## src/rtl/udp_rx.sv

```systemverilog
// rtl/udp_rx.sv - GMII receive parser for Ethernet II / IPv4 / UDP with MAC/IP filter and FCS check
module udp_rx #(
  parameter logic [47:0] BOARD_MAC = 48'h00_11_22_33_44_55,
  parameter logic [31:0] BOARD_IP  = {8'd192, 8'd168, 8'd1, 8'd10}
) (
  input  logic        clk,
  input  logic        rst,
  input  logic        gmii_rx_dv,
  input  logic        gmii_rx_er,
  input  logic [7:0]  gmii_rxd,
  output logic        rec_en,
  output logic [7:0]  rec_data,
  output logic        rec_pkt_done,
  output logic [15:0] rec_byte_num,
  output logic        rec_crc_ok,
  output logic [47:0] src_mac,
  output logic [31:0] src_ip
);

  localparam logic [3:0] S_IDLE     = 4'd0;
  localparam logic [3:0] S_PREAMBLE = 4'd1;
  localparam logic [3:0] S_ETH_HEAD = 4'd2;
  localparam logic [3:0] S_IP_HEAD  = 4'd3;
  localparam logic [3:0] S_UDP_HEAD = 4'd4;
  localparam logic [3:0] S_RX_DATA  = 4'd5;
  localparam logic [3:0] S_RX_PAD   = 4'd6;
  localparam logic [3:0] S_DONE     = 4'd7;
  localparam logic [3:0] S_DROP     = 4'd8;

  localparam logic [31:0] CRC_POLY    = 32'hEDB88320;
  localparam logic [31:0] CRC_RESIDUE = 32'hDEBB20E3;
  localparam logic [47:0] MAC_BCAST   = {48{1'b1}};

  logic        dv_r;
  logic        er_r;
  logic [7:0]  rxd_r;
  logic [3:0]  state;
  logic [5:0]  hdr_cnt;
  logic [15:0] pay_cnt;
  logic [15:0] pay_len;
  logic [15:0] udp_len;
  logic [47:0] hdr_sr;
  logic [47:0] hdr_next;
  logic [31:0] crc;
  logic [31:0] crc_next;
  logic        crc_fold;
  logic        err;
  logic [47:0] mac_cap;
  logic [31:0] ip_cap;

  // Reflected CRC-32 update of one byte, LSB first.
  function automatic logic [31:0] crc_byte(input logic [31:0] c, input logic [7:0] d);
    logic [31:0] v;
    v = c ^ {24'd0, d};
    for (int i = 0; i < 8; i++) begin
      v = v[0] ? ((v >> 1) ^ CRC_POLY) : (v >> 1);
    end
    return v;
  endfunction

  // Header fields are read from a byte shift register that includes the current byte.
  assign hdr_next = {hdr_sr[39:0], rxd_r};
  assign crc_next = crc_byte(crc, rxd_r);
  assign crc_fold = dv_r && (state == S_ETH_HEAD || state == S_IP_HEAD ||
                             state == S_UDP_HEAD || state == S_RX_DATA || state == S_RX_PAD);

  // Register the GMII pins once; everything downstream works on these copies.
  always_ff @(posedge clk) begin
    if (rst) begin
      dv_r  <= 1'b0;
      er_r  <= 1'b0;
      rxd_r <= 8'd0;
    end else begin
      dv_r  <= gmii_rx_dv;
      er_r  <= gmii_rx_er;
      rxd_r <= gmii_rxd;
    end
  end

  // Frame parser FSM: header checks, payload streaming, FCS accumulation and completion.
  always_ff @(posedge clk) begin
    if (rst) begin
      state        <= S_IDLE;
      hdr_cnt      <= 6'd0;
      pay_cnt      <= 16'd0;
      pay_len      <= 16'd0;
      udp_len      <= 16'd0;
      hdr_sr       <= 48'd0;
      crc          <= 32'hFFFFFFFF;
      err          <= 1'b0;
      mac_cap      <= 48'd0;
      ip_cap       <= 32'd0;
      rec_en       <= 1'b0;
      rec_data     <= 8'd0;
      rec_pkt_done <= 1'b0;
      rec_byte_num <= 16'd0;
      rec_crc_ok   <= 1'b0;
      src_mac      <= 48'd0;
      src_ip       <= 32'd0;
    end else begin
      rec_en       <= 1'b0;
      rec_pkt_done <= 1'b0;
      if (dv_r) hdr_sr <= hdr_next;
      if (crc_fold) crc <= crc_next;
      case (state)
        // DONE behaves like IDLE so a preamble arriving right after a frame is not lost.
        S_IDLE, S_DONE: begin
          state <= S_IDLE;
          if (dv_r) begin
            if (rxd_r == 8'h55) begin
              state   <= S_PREAMBLE;
              hdr_cnt <= 6'd1;
              err     <= 1'b0;
            end else begin
              state <= S_DROP;
            end
          end
        end
        S_PREAMBLE: begin
          if (!dv_r) state <= S_IDLE;
          else if (er_r) state <= S_DROP;
          else if (rxd_r == 8'h55) begin
            if (hdr_cnt == 6'd7) state <= S_DROP;
            else hdr_cnt <= hdr_cnt + 6'd1;
          end else if (rxd_r == 8'hD5) begin
            state   <= S_ETH_HEAD;
            hdr_cnt <= 6'd0;
            crc     <= 32'hFFFFFFFF;
          end else state <= S_DROP;
        end
        S_ETH_HEAD: begin
          if (!dv_r) state <= S_IDLE;
          else if (er_r) state <= S_DROP;
          else begin
            hdr_cnt <= hdr_cnt + 6'd1;
            if (hdr_cnt == 6'd5 && hdr_next != BOARD_MAC && hdr_next != MAC_BCAST) state <= S_DROP;
            if (hdr_cnt == 6'd11) mac_cap <= hdr_next;
            if (hdr_cnt == 6'd13) begin
              if (hdr_next[15:0] == 16'h0800) begin
                state   <= S_IP_HEAD;
                hdr_cnt <= 6'd0;
              end else state <= S_DROP;
            end
          end
        end
        S_IP_HEAD: begin
          if (!dv_r) state <= S_IDLE;
          else if (er_r) state <= S_DROP;
          else begin
            hdr_cnt <= hdr_cnt + 6'd1;
            if (hdr_cnt == 6'd0 && rxd_r != 8'h45) state <= S_DROP;
            if (hdr_cnt == 6'd9 && rxd_r != 8'd17) state <= S_DROP;
            if (hdr_cnt == 6'd15) ip_cap <= hdr_next[31:0];
            if (hdr_cnt == 6'd19) begin
              if (hdr_next[31:0] == BOARD_IP) begin
                state   <= S_UDP_HEAD;
                hdr_cnt <= 6'd0;
              end else state <= S_DROP;
            end
          end
        end
        S_UDP_HEAD: begin
          if (!dv_r) state <= S_IDLE;
          else if (er_r) state <= S_DROP;
          else begin
            hdr_cnt <= hdr_cnt + 6'd1;
            if (hdr_cnt == 6'd5) udp_len <= hdr_next[15:0];
            if (hdr_cnt == 6'd7) begin
              pay_cnt <= 16'd0;
              pay_len <= udp_len - 16'd8;
              if (udp_len < 16'd8) state <= S_DROP;
              else if (udp_len == 16'd8) state <= S_RX_PAD;
              else state <= S_RX_DATA;
            end
          end
        end
        S_RX_DATA: begin
          if (!dv_r) begin
            // Truncated frame: report what was delivered, never a good CRC.
            state        <= S_DONE;
            rec_pkt_done <= 1'b1;
            rec_byte_num <= pay_cnt;
            rec_crc_ok   <= 1'b0;
            src_mac      <= mac_cap;
            src_ip       <= ip_cap;
          end else begin
            if (er_r) err <= 1'b1;
            rec_en   <= 1'b1;
            rec_data <= rxd_r;
            pay_cnt  <= pay_cnt + 16'd1;
            if (pay_cnt + 16'd1 == pay_len) state <= S_RX_PAD;
          end
        end
        S_RX_PAD: begin
          if (!dv_r) begin
            state        <= S_DONE;
            rec_pkt_done <= 1'b1;
            rec_byte_num <= pay_cnt;
            rec_crc_ok   <= (crc == CRC_RESIDUE) && !err;
            src_mac      <= mac_cap;
            src_ip       <= ip_cap;
          end else if (er_r) err <= 1'b1;
        end
        S_DROP: begin
          if (!dv_r) state <= S_IDLE;
        end
        default: state <= S_IDLE;
      endcase
    end
  end

endmodule
```

## config.mk

```make
export PLATFORM = sky130hd
export DESIGN_NAME = udp_rx
export DESIGN_NICKNAME = d
export VERILOG_FILES = /design/src/rtl/udp_rx.sv
export SDC_FILE = /design/constraint.sdc
export NUM_CORES = 1
export LEC_CHECK = 0
export CAP_MARGIN = 0
export CORE_MARGIN = 8
export CORE_UTILIZATION = 51
export CTS_CLUSTER_SIZE = 12
export DETAILED_ROUTE_END_ITERATION = 8
export GPL_TIMING_DRIVEN = 0
export PLACE_DENSITY_LB_ADDON = 0.1
export SYNTH_ARGS = -nofsm -noshare
export SYNTH_HDL_FRONTEND = slang
export SYNTH_SLANG_ARGS = --single-unit
```

## constraint.sdc

```tcl
create_clock -name clk -period 7 [get_ports clk]
set_clock_uncertainty 0.2 [all_clocks]
set_input_delay 1.4 -clock clk [delete_from_list [all_inputs] [get_ports clk]]
set_output_delay 1.4 -clock clk [all_outputs]
set_load 0.02 [all_outputs]
```

### Yosys cells after proc, flatten, opt, wreduce, memory -nomap -nowiden

Index checks and enable logic that the tools add are counted.

| cells by class | value |
|---|---|
| add/subtract/negate cells | 3 |
| magnitude comparators | 1 |
| equality and inequality tests | 50 |
| multiplexer cells | 75 |
| bitwise logic cells | 13 |
| reduce and logical (&&, ||, !) cells | 32 |

Operator list:

| operator | count |
|---|---|
| $mux W32 | 14 |
| $not A13 Y14 | 8 |
| $mux W4 | 26 |
| $mux W6 | 17 |
| $eq A32 B32 Y1 const B | 2 |
| $mux W16 | 4 |
| $ne A48 B37 Y1 const B | 1 |
| $ne A48 B48 Y1 const B | 1 |
| $pmux W16 S2 | 1 |
| $pmux W4 S8 | 1 |
| $xor A32 B8 Y32 | 1 |
| $pmux W6 S5 | 1 |
| $ne A2 B2 Y1 const B | 14 |
| $eq A6 B4 Y1 const B | 4 |
| $add A16 B1 Y16 const B | 1 |
| $eq A16 B12 Y1 const B | 1 |
| $eq A16 B16 Y1 | 1 |
| $eq A16 B4 Y1 const B | 1 |
| $eq A4 B3 Y1 const B | 4 |
| $lt A16 B4 Y1 const B | 1 |
| $reduce_and A4 Y1 | 4 |
| $sub A16 B4 Y16 const B | 1 |
| $reduce_and A13 Y1 | 1 |
| $eq A6 B3 Y1 const B | 2 |
| other kinds (32) | 62 |

| storage, ports and cells | value |
|---|---|
| bits in registers | 328 |
| input bits | 12 |
| output and inout port bits | 107 |
| logic and storage cells | 194 |

### Logic depth before layout (Yosys ltp)

Gate-level depths: netlist of run 1.

| logic depth | value |
|---|---|
| word-level depth | 23 |
| mapped depth | 9 |
| mapped depth without buffers | 9 |

### Least setup slack after synthesis of run 1

OpenSTA, ideal clock, no wires.

| timing path | value |
|---|---|
| kind | input -> register |
| start point | in rst |
| end point | reg crc[10] |
| setup time | 0.141 ns |
| arrival | 2.277 ns |
| required time | 6.659 ns |
| slack | 4.382 ns |
| stages on the path | 4 |
| buffers on the path | 2 |
| cells stage by stage | clkbuf_1 > a41oi_1 > clkbuf_1 > o211ai_1 |

RTL lines:

| item | RTL line | RTL |
|---|---|---|
| from (decl) | 7 | `input logic rst,` |
| to (signal assigned) | 104 | `if (crc_fold) crc <= crc_next;` |
| to (decl) | 44 | `logic [31:0] crc;` |

### Worst setup path after layout of run 1

| timing path | value |
|---|---|
| start point | reg state[2] |
| end point | reg rec_byte_num[5] |

| between the ends | value |
|---|---|
| cells in the longest elaborated chain, start to end | 3 |
| elaborated cells on any way between the ends | 4 |
| those cells by class | eq/ne (2); reduce/logical (2) |

Ends and longest elaborated chain:

| item | RTL line | RTL |
|---|---|---|
| from (decl) | 37 | `logic [3:0] state;` |
| from (signal assigned) | 83 | `state <= S_IDLE;` |
| from (signal assigned) | 108 | `state <= S_IDLE;` |
| from (signal assigned) | 111 | `state <= S_PREAMBLE;` |
| $eq A4 B3 Y1 | 105 | `case (state)` |
| $reduce_or A2 Y1 (no source line) (*) | -- |  |
| $reduce_and A2 Y1 (no source line) (*) | -- |  |
| to (signal assigned) | 182 | `rec_byte_num <= pay_cnt;` |
| to (signal assigned) | 198 | `rec_byte_num <= pay_cnt;` |
| to (decl) | 14 | `output logic [15:0] rec_byte_num,` |

Mark *: on every way between the ends. The rest lies on a longest branch, timed or not.
A chain may end at the register's enable or synchronous reset.

==> results.toml, run 1 <==
[critical_path]
cp_slowest_cell = "nor2_1"
critPathMaxFanout = 10
worstSetupPathType = "flop to flop"
cp_data_arrival_time_ns = 3.86
cp-start-kind = "flop"
cp_cell_sequence = "clkinv_1 -> or3_1 -> nor2_1 -> clkbuf_1 -> buf_2 -> nand2_1 -> a21oi_1"
critPathRequiredTime_ns = 7.25
endpoint_kind = "flop"
worst_path_largest_cell_delay_ns = 0.79

[detailed_routing]
drtAntennaViolNets = 0
drc = 0
via_per_inst = 5.64
dr.pass1.iters = 5
drt_iter0_markers = 1102
wl_per_cell_um = 18.6
wl_mm = 41.3
num_vias = 12500

[layout]
instances_no_fill = 2217
final_core_util_pct = 62.0
syn2layout_area_growth_pct = 19.5
drive_gt1_share_pct = 5.97
nets = 1873
insertedDiodeCount = 0
fillers = 2410

[clock_network]
cts_buffer_depth = 3
cts.sinks = 328
numCtsBuffers = 36
post-cts-setup-buffer-count = 0
cts_max_level = 2
cts-root-buf = "clkbuf_16"
cts_hold_buf = 0
cts_tree = "built"
clk_latency_ns = 0.53
ctsResizeCount = 0
path_clk_slew_ns = 0.06

[floorplanning]
core.rowCount = 60
die_h_um = 182
die-area_sq_um = 33000
start_util_pct = 51.9
ioPinCount = 119
core_sq_um = 27000
fp.dieW_um = 182

[global_route]
antenna_found_initial = 0
grtUsageTotal_pct = 24.3
grt_pass1_vias = 11900
gr-total-overflow = 0
grt_max_degree = 13
grt_pass1_wl_mm = 65.5

[yosys]
ys_ff_latch = 328
synth_area_per_cell_sq_um = 8.23
synth-seq-area-share_pct = 46.9
synthArstFlopShare_pct = 0
synthCells = 1701
synth_top_area_share_pct = 46.9
netlist_area_sq_um = 14000
yosys.area.top_type = "dfxtp_1"
ys_warn_count = 0
synth_area_leaders = "dfxtp_1, nand2_1, a21oi_1"
synth_cell_types = 75
synth_nets = 1718
ys.flop_type = "dfxtp_1"
synth-edff-count = 0

[sta]
tightest_slew_ns = 1.33
relSlewSlack_pct = 10.5
period_share_pct = 51.6
finalSetupTns_ns = 0
setup_viol = 0
rsz0062_at_grt = "false"
report.final.slew_viol_count = 0
period_needed_ns = 3.61
max_freq_ghz = 0.277
fin_hold_ws_ns = 0.251
hold_viol_final = 0

[placement]
place_inst = 2159
finalWeightedCongestion = 0.910
post-dp-hpwl_mm = 29.5
numPortBuffers = 117

[power_and_ir_drop]
ir_drop_mv = 0.180
powerDensity_nw_per_um2 = 235
power_uw = 3940
p_leak_uw = 0.00579

[status]
status = "finished, final reports clean"

[job]
drv_cap = 0

[hold_path]
hold_class = "flop to flop"
## cell families (layout without fill, tap and decap cells)
| kind of cell | Yosys count | in the layout | share of synthesized area, % |
|---|---|---|---|
| multiplexers | 59 | 59 | 4.24 |
| AND/OR/NAND/NOR | 741 | 741 | 23.9 |
| AO/OA/AOI/OAI | 331 | 331 | 13.6 |
| flip-flops | 328 | 328 | 46.9 |
| adder cells (fa/ha/maj) | 5 | 5 | 0.447 |
| XOR/XNOR | 100 | 100 | 6.74 |
| buffers and inverters | 137 | 312 | 4.19 |
## worst paths after layout
kind / from / to / slack, ns / depth (start not counted)
setup / recovery: state[2] / rec_byte_num[5] / 3.39 / 7
hold / removal: src_ip[20] / src_ip[20] / 0.25 / 2
setup reg to reg: state[2] / rec_byte_num[5] / 3.39 / 7
hold reg to reg: src_ip[20] / src_ip[20] / 0.25 / 2
## sequential cells by signal (all words and copies together) (netlist names), 4 cells and up
signal	cells
mac_cap	48
udp_len	16
pay_len	16
ip_cap	32
src_ip	32
state	4
hdr_sr	40
rxd_r	8
src_mac	48
pay_cnt	16
rec_data	8
rec_byte_num	16
hdr_cnt	6
crc	32
## metrics by stage
step	instance area (sq um)	setup slack (ns)
floorplan	14000	4.38
global placement	15600	3.46
detailed placement	15600	3.47
CTS	16700	3.47
global route	16700	3.21
finish	16700	3.39
## layer usage
| metal | up-vias | routed length, um | global-route usage [%] |
|---|---|---|---|
| li1 | 6073 | - | - |
| met1 | 5924 | 19000 | 33.2 |
| met2 | 440 | 18400 | 38.4 |
| met3 | 71 | 2930 | 4.57 |
| met4 | 0 | 970 | 7.15 |
| met5 | - | 0 | 0 |
## where the power goes
group | internal, uW | switching, uW | leakage (uW)
Sequential | 1870 | 10.1 | 0.00265
Combinational | 74.1 | 131 | 0.00261
Clock | 1080 | 768 | 0.000541
Total | 3030 | 909 | 0.00579
## area by class of cell
type                       instances  area, sq um  share of cell area [%]
buffer                           128          553                    3.31
multi-input combinational       1236         6840                    40.9
tap                              341          427                    2.55
timing repair buffer             117         1170                    7.00
inverter                           9         33.8                   0.202
clock buffer                      51         1010                    6.02
clock inverter                     7          120                   0.718
sequential                       328         6570                    39.3
## synth_stat cells (3+ instances only)
master and count:
o211ai_1 34, inv_1 8, nand2b_1 6, o21ai_0 32, nor2b_1 14, xor2_1 31
dfxtp_1 328, ha_1 5, nor3b_1 7, and3_1 13, mux2i_1 57, a211oi_1 16
nand4_1 26, nand3_1 27, buf_4 6, nor3_1 18, clkbuf_1 87, a31oi_1 6
nor4_1 16, or3_1 10, a21oi_1 218, or4_1 7, nand3b_1 7, xnor2_1 61
xnor2_2 7, nand4b_1 7, nor2_1 122, buf_1 5, buf_2 28, nand2_1 431
or2_2 3
## cell usage in the layout (no fill, tap or decap), types with 7 or more instances in the layout
cell / synthesis / layout
nor3_1: 18 / 18
xor2_1: 31 / 31
clkbuf_16: 0 / 36
or3_1: 10 / 10
a211oi_1: 16 / 16
o21ai_0: 32 / 32
nand3b_1: 7 / 7
inv_1: 8 / 8
nand4b_1: 7 / 7
and3_1: 13 / 13
buf_2: 28 / 28
nor2_1: 122 / 122
clkbuf_1: 87 / 97
xnor2_2: 7 / 7
or4_1: 7 / 7
dfxtp_1: 328 / 328
nor2b_1: 14 / 14
mux2i_1: 57 / 57
nand3_1: 27 / 27
nor4_1: 16 / 16
a21oi_1: 218 / 218
o211ai_1: 34 / 34
nand4_1: 26 / 26
nor3b_1: 7 / 7
nand2_1: 431 / 431
xnor2_1: 61 / 61
clkdlybuf4s50_1: 0 / 117
## worst max-delay path, delay by kind of cell, from the launching register on
| kind | cells | cell delay, ns |
|---|---|---|
| AO/OA/AOI/OAI | 1 | 0.13 |
| buffers and inverters | 3 | 1.46 |
| flip-flops | 1 | 0.33 |
| AND/OR/NAND/NOR | 3 | 1.39 |
No activity file was read; power rests on OpenSTA's default activity.
==> inputs of run 2 (changes only) <==
- clock period: 7 -> 3.4 ns (I/O delays scaled with it)
==> run 2 against run 1 <==
Cell count unchanged. Worst setup slack got worse by 3.2 ns. First-iteration DRC count decreased by 12%. Critical path depth unchanged. Hold slack about the same.
==> results.toml, run 2 (same netlist as run 1, synthesis figures left out) <==
[detailed_routing]
drc = 0
drtAntennaViolNets = 0
num_vias = 12500
wl_per_cell_um = 18.7
wl_mm = 41.4
dr.pass1.iters = 5
drt_iter0_markers = 971
via_per_inst = 5.63

[global_route]
antenna_found_initial = 0
grt_pass1_vias = 11900
gr-total-overflow = 0
grt_max_degree = 13
grt_pass1_wl_mm = 65.5
grtUsageTotal_pct = 24.3

[sta]
setup_viol = 0
report.final.slew_viol_count = 0
tightest_slew_ns = 1.31
max_freq_ghz = 0.312
period_needed_ns = 3.20
rsz0062_at_grt = "false"
relSlewSlack_pct = 12.0
setup_ws_ns = 0.200
period_share_pct = 94.1
hold_viol_final = 0

[power_and_ir_drop]
powerDensity_nw_per_um2 = 485
ir_drop_mv = 0.372
p_leak_uw = 0.00580

[critical_path]
cp-start-kind = "flop"
endpoint_kind = "flop"
cp_num_cells = 7
critPathRequiredTime_ns = 3.66
worst_path_largest_cell_delay_ns = 1.12
critPathMaxFanout = 10
critPathTopFamily = "simple AND/OR/NAND/NOR gates"
r2r-start = "dv_r"
cp_slowest_cell = "nor4_1"
critPathBufInv = 2
crit_path_end = "ip_cap[31]"
cp_data_arrival_time_ns = 3.46
crit_start = "dv_r"
worstSetupPathType = "flop to flop"
r2r_end = "ip_cap[31]"
cp_cell_sequence = "clkbuf_1 -> nor2b_1 -> nand3_1 -> nor4_1 -> buf_2 -> nand2_1 -> a21oi_1"
ff2ff_setup_slack_ns = 0.20
reg2reg_depth = 7

[placement]
place_inst = 2159
post-dp-hpwl_mm = 29.5
finalWeightedCongestion = 0.910
pre_cts_ws_ns = -0.109
numPortBuffers = 117

[floorplanning]
start_util_pct = 51.9
die-area_sq_um = 33000
fp.dieW_um = 182
die_h_um = 182
core.rowCount = 60
core_sq_um = 27000
ioPinCount = 119

[clock_network]
numCtsBuffers = 36
clk_latency_ns = 0.54
cts_hold_buf = 0
cts.sinks = 328
path_clk_slew_ns = 0.06
cts_buffer_depth = 3
cts_max_level = 2
ctsResizeCount = 1
cts-root-buf = "clkbuf_16"
cts_tree = "built"
post-cts-setup-buffer-count = 0

[job]
drv_cap = 0

[layout]
instances_no_fill = 2217
fillers = 2412
final_core_util_pct = 62.1
drive_gt1_share_pct = 6.08
nets = 1873
syn2layout_area_growth_pct = 19.5
insertedDiodeCount = 0
layout_commonest_cell = "nand2_1"
layout_common_cells = "nand2_1, dfxtp_1, a21oi_1"
reg_top3 = "mac_cap (48), src_mac (48), hdr_sr (40)"

[status]
status = "finished, final reports clean"

[hold_path]
hold_class = "flop to flop"
run 2: worst min path at each step:
stage | from | end | slack [ns] | cells past startpoint
3_3_place_gp | ip_cap[6] | src_ip[6] | 0.24 | 2
6_report | src_ip[20] | src_ip[20] | 0.25 | 2
3_5_place_dp | ip_cap[7] | src_ip[7] | 0.24 | 2
4_1_cts | ip_cap[7] | src_ip[7] | 0.25 | 2
5_1_grt | src_ip[15] | src_ip[15] | 0.27 | 2
2_1_floorplan | ip_cap[0] | src_ip[0] | 0.23 | 2
run 2: worst register-to-register path, stage by stage, from the launching register on:
cell      delay (ns)
dfxtp_1         0.30
clkbuf_1        0.35
nor2b_1         0.33
nand3_1         0.21
nor4_1          1.12
buf_2           0.39
nand2_1         0.08
a21oi_1         0.15
run 2: report_power, final:
part | internal (uW) | total, uW | switching (uW)
Clock | 2220 | 3810 | 1580
Sequential | 3860 | 3880 | 21.0
Combinational | 153 | 423 | 270
run 2: routing by layer:
layer | wire (um) | vias to the layer above | global-route usage (%)
li1 | - | 6069 | -
met1 | 19200 | 5909 | 33.2
met2 | 18500 | 419 | 38.6
met3 | 2710 | 80 | 4.73
met4 | 1000 | 0 | 6.79
met5 | 0 | - | 0
run 2: cell type report:
| type | count | area, sq um | share of cell area [%] |
|---|---|---|---|
| inverter | 9 | 33.8 | 0.202 |
| clock inverter | 7 | 120 | 0.718 |
| tap | 341 | 427 | 2.55 |
| sequential | 328 | 6570 | 39.3 |
| timing repair buffer | 117 | 1170 | 7.00 |
| clock buffer | 51 | 1010 | 6.02 |
| multi-input combinational | 1236 | 6850 | 40.9 |
| buffer | 128 | 554 | 3.31 |
run 2: stage by stage:
step | area (sq um) | power (uW) | hold WS (ns) | setup TNS [ns]
global route | 16700 | 8350 | 0.266 | 0
CTS | 16700 | 8140 | 0.253 | 0
global placement | 15600 | 4380 | 0.237 | -1.52
finish | 16700 | 8110 | 0.251 | 0
detailed placement | 15600 | 4380 | 0.245 | -1.22
floorplan | 14000 | 4260 | 0.232 | 0
==> inputs of run 3 (changes only) <==
- CAP_MARGIN: 0 -> 25
- SETUP_SLACK_MARGIN: unset -> 0.15
==> run 3 against run 2 <==
Fmax rose by 4.6%. Cell area fell by 0.33%. Power fell by 2.7%. Critical path type unchanged. Critical endpoint is now state[1]. Largest cell class unchanged.
==> results.toml, run 3 (same netlist as run 1, synthesis figures left out) <==
[sta]
rsz0062_at_grt = "false"
fin_hold_ws_ns = 0.251
period_share_pct = 90.0
setup_ws_ns = 0.340
hold_viol_final = 0
relSlewSlack_pct = 39.0
report.final.slew_viol_count = 0
period_needed_ns = 3.06
tightest_slew_ns = 0.915
max_freq_ghz = 0.327
setup_viol = 0

[placement]
numPortBuffers = 117
finalWeightedCongestion = 0.910
post-dp-hpwl_mm = 29.5
dpl-instance-area_sq_um = 15600
pre_cts_ws_ns = -0.125

[power_and_ir_drop]
power_uw = 7890
powerDensity_nw_per_um2 = 473
p_leak_uw = 0.00578
ir_drop_mv = 0.412

[detailed_routing]
dr.max_layer_used = "met4"
drt_iter0_markers = 995
wl_per_cell_um = 18.4
dr.pass1.iters = 7
dr_wl_met3_mm = 2.88
via_per_inst = 5.62
drc = 0
met2WireLength_mm = 18.3
drtAntennaViolNets = 0
wl_met1_mm = 18.7
num_vias = 12500
wl_mm = 40.9

[layout]
reg_top3 = "mac_cap (48), src_mac (48), hdr_sr (40)"
syn2layout_area_growth_pct = 19.1
final_core_util_pct = 61.9
final_area_sq_um = 16700
drive_gt1_share_pct = 6.13
insertedDiodeCount = 0
layout_commonest_cell = "nand2_1"
nets = 1873
layout_common_cells = "nand2_1, dfxtp_1, a21oi_1"

[floorplanning]
fp.dieW_um = 182
ioPinCount = 119
start_util_pct = 51.9
core_sq_um = 27000
die-area_sq_um = 33000
die_h_um = 182
core.rowCount = 60

[global_route]
grtUsageTotal_pct = 24.1
antenna_found_initial = 0
grt_pass1_wl_mm = 65.1
gr-total-overflow = 0
grt_max_degree = 13
grt_pass1_vias = 12000

[critical_path]
critPathRequiredTime_ns = 3.65
r2r-start = "pay_cnt[1]"
crit_start = "pay_cnt[1]"
endpoint_kind = "flop"
crit_path_end = "state[1]"
cp_data_arrival_time_ns = 3.31
worstSetupPathType = "flop to flop"
cp-start-kind = "flop"
ff2ff_setup_slack_ns = 0.34
r2r_end = "state[1]"
reg2reg_depth = 9
critPathMaxFanout = 8

[status]
status = "finished, final reports clean"

[hold_path]
hold_class = "flop to flop"

[clock_network]
clk_latency_ns = 0.52
cts_max_level = 2
cts_tree = "built"
cts-root-buf = "clkbuf_16"
cts.sinks = 328
numCtsBuffers = 36
cts_buffer_depth = 3
cts_hold_buf = 0
path_clk_slew_ns = 0.06

[job]
drv_cap = 0
[run 3: timing repair]
action,CTS,global route
gates resized for setup,2,0
setup endpoints to repair,31,18
setup buffers,0,0
[run 3: worst max-delay path: stages (launching register included)]
cell and delay (ns):
dfxtp_1 0.45, ha_1 0.29, and3_1 0.17, buf_4 0.17
nand3_4 0.12, mux2_1 0.33, nor4_1 0.36, nand4_1 0.15
o31ai_2 0.51, o211a_1 0.23
[run 3: power by group]
part           switching (uW)  internal [uW]  leakage, uW  total, uW
sequential               20.5           3860      0.00265       3880
combinational             270            153      0.00262        422
clock                    1510           2080     0.000518       3590
[run 3: metrics by stage]
step / cells / setup TNS [ns]
floorplan: 1701 / 0
global placement: 2159 / -1.52
global route: 2217 / 0
detailed placement: 2160 / -1.20
CTS: 2218 / 0
finish: 2217 / 0
[run 3: worst min path at each step]
stage	startpoint	endpoint	slack (ns)	cells past startpoint
final	rec_byte_num[9]	rec_byte_num[9]	0.25	2
after global placement	ip_cap[6]	src_ip[6]	0.24	2
after floorplan	ip_cap[0]	src_ip[0]	0.23	2
after detailed placement	ip_cap[5]	src_ip[5]	0.24	2
after CTS	ip_cap[2]	src_ip[2]	0.25	2
after global routing	src_ip[15]	src_ip[15]	0.27	2
[run 3: layout make-up]
cell class	count	area, sq um
fill	2436	10300
multi-input combinational	1236	6850
sequential	328	6570
timing repair buffer	118	1180
clock buffer	52	1020
buffer	127	551
tap	341	427
clock inverter	6	50.0
inverter	9	33.8
[run 3: per-layer routing]
| layer | global-route usage, % | up-vias |
|---|---|---|
| met3 | 4.47 | 83 |
| li1 | - | 6071 |
| met4 | 7.25 | 0 |
| met5 | 0 | - |
| met1 | 32.7 | 5872 |
| met2 | 38.3 | 439 |
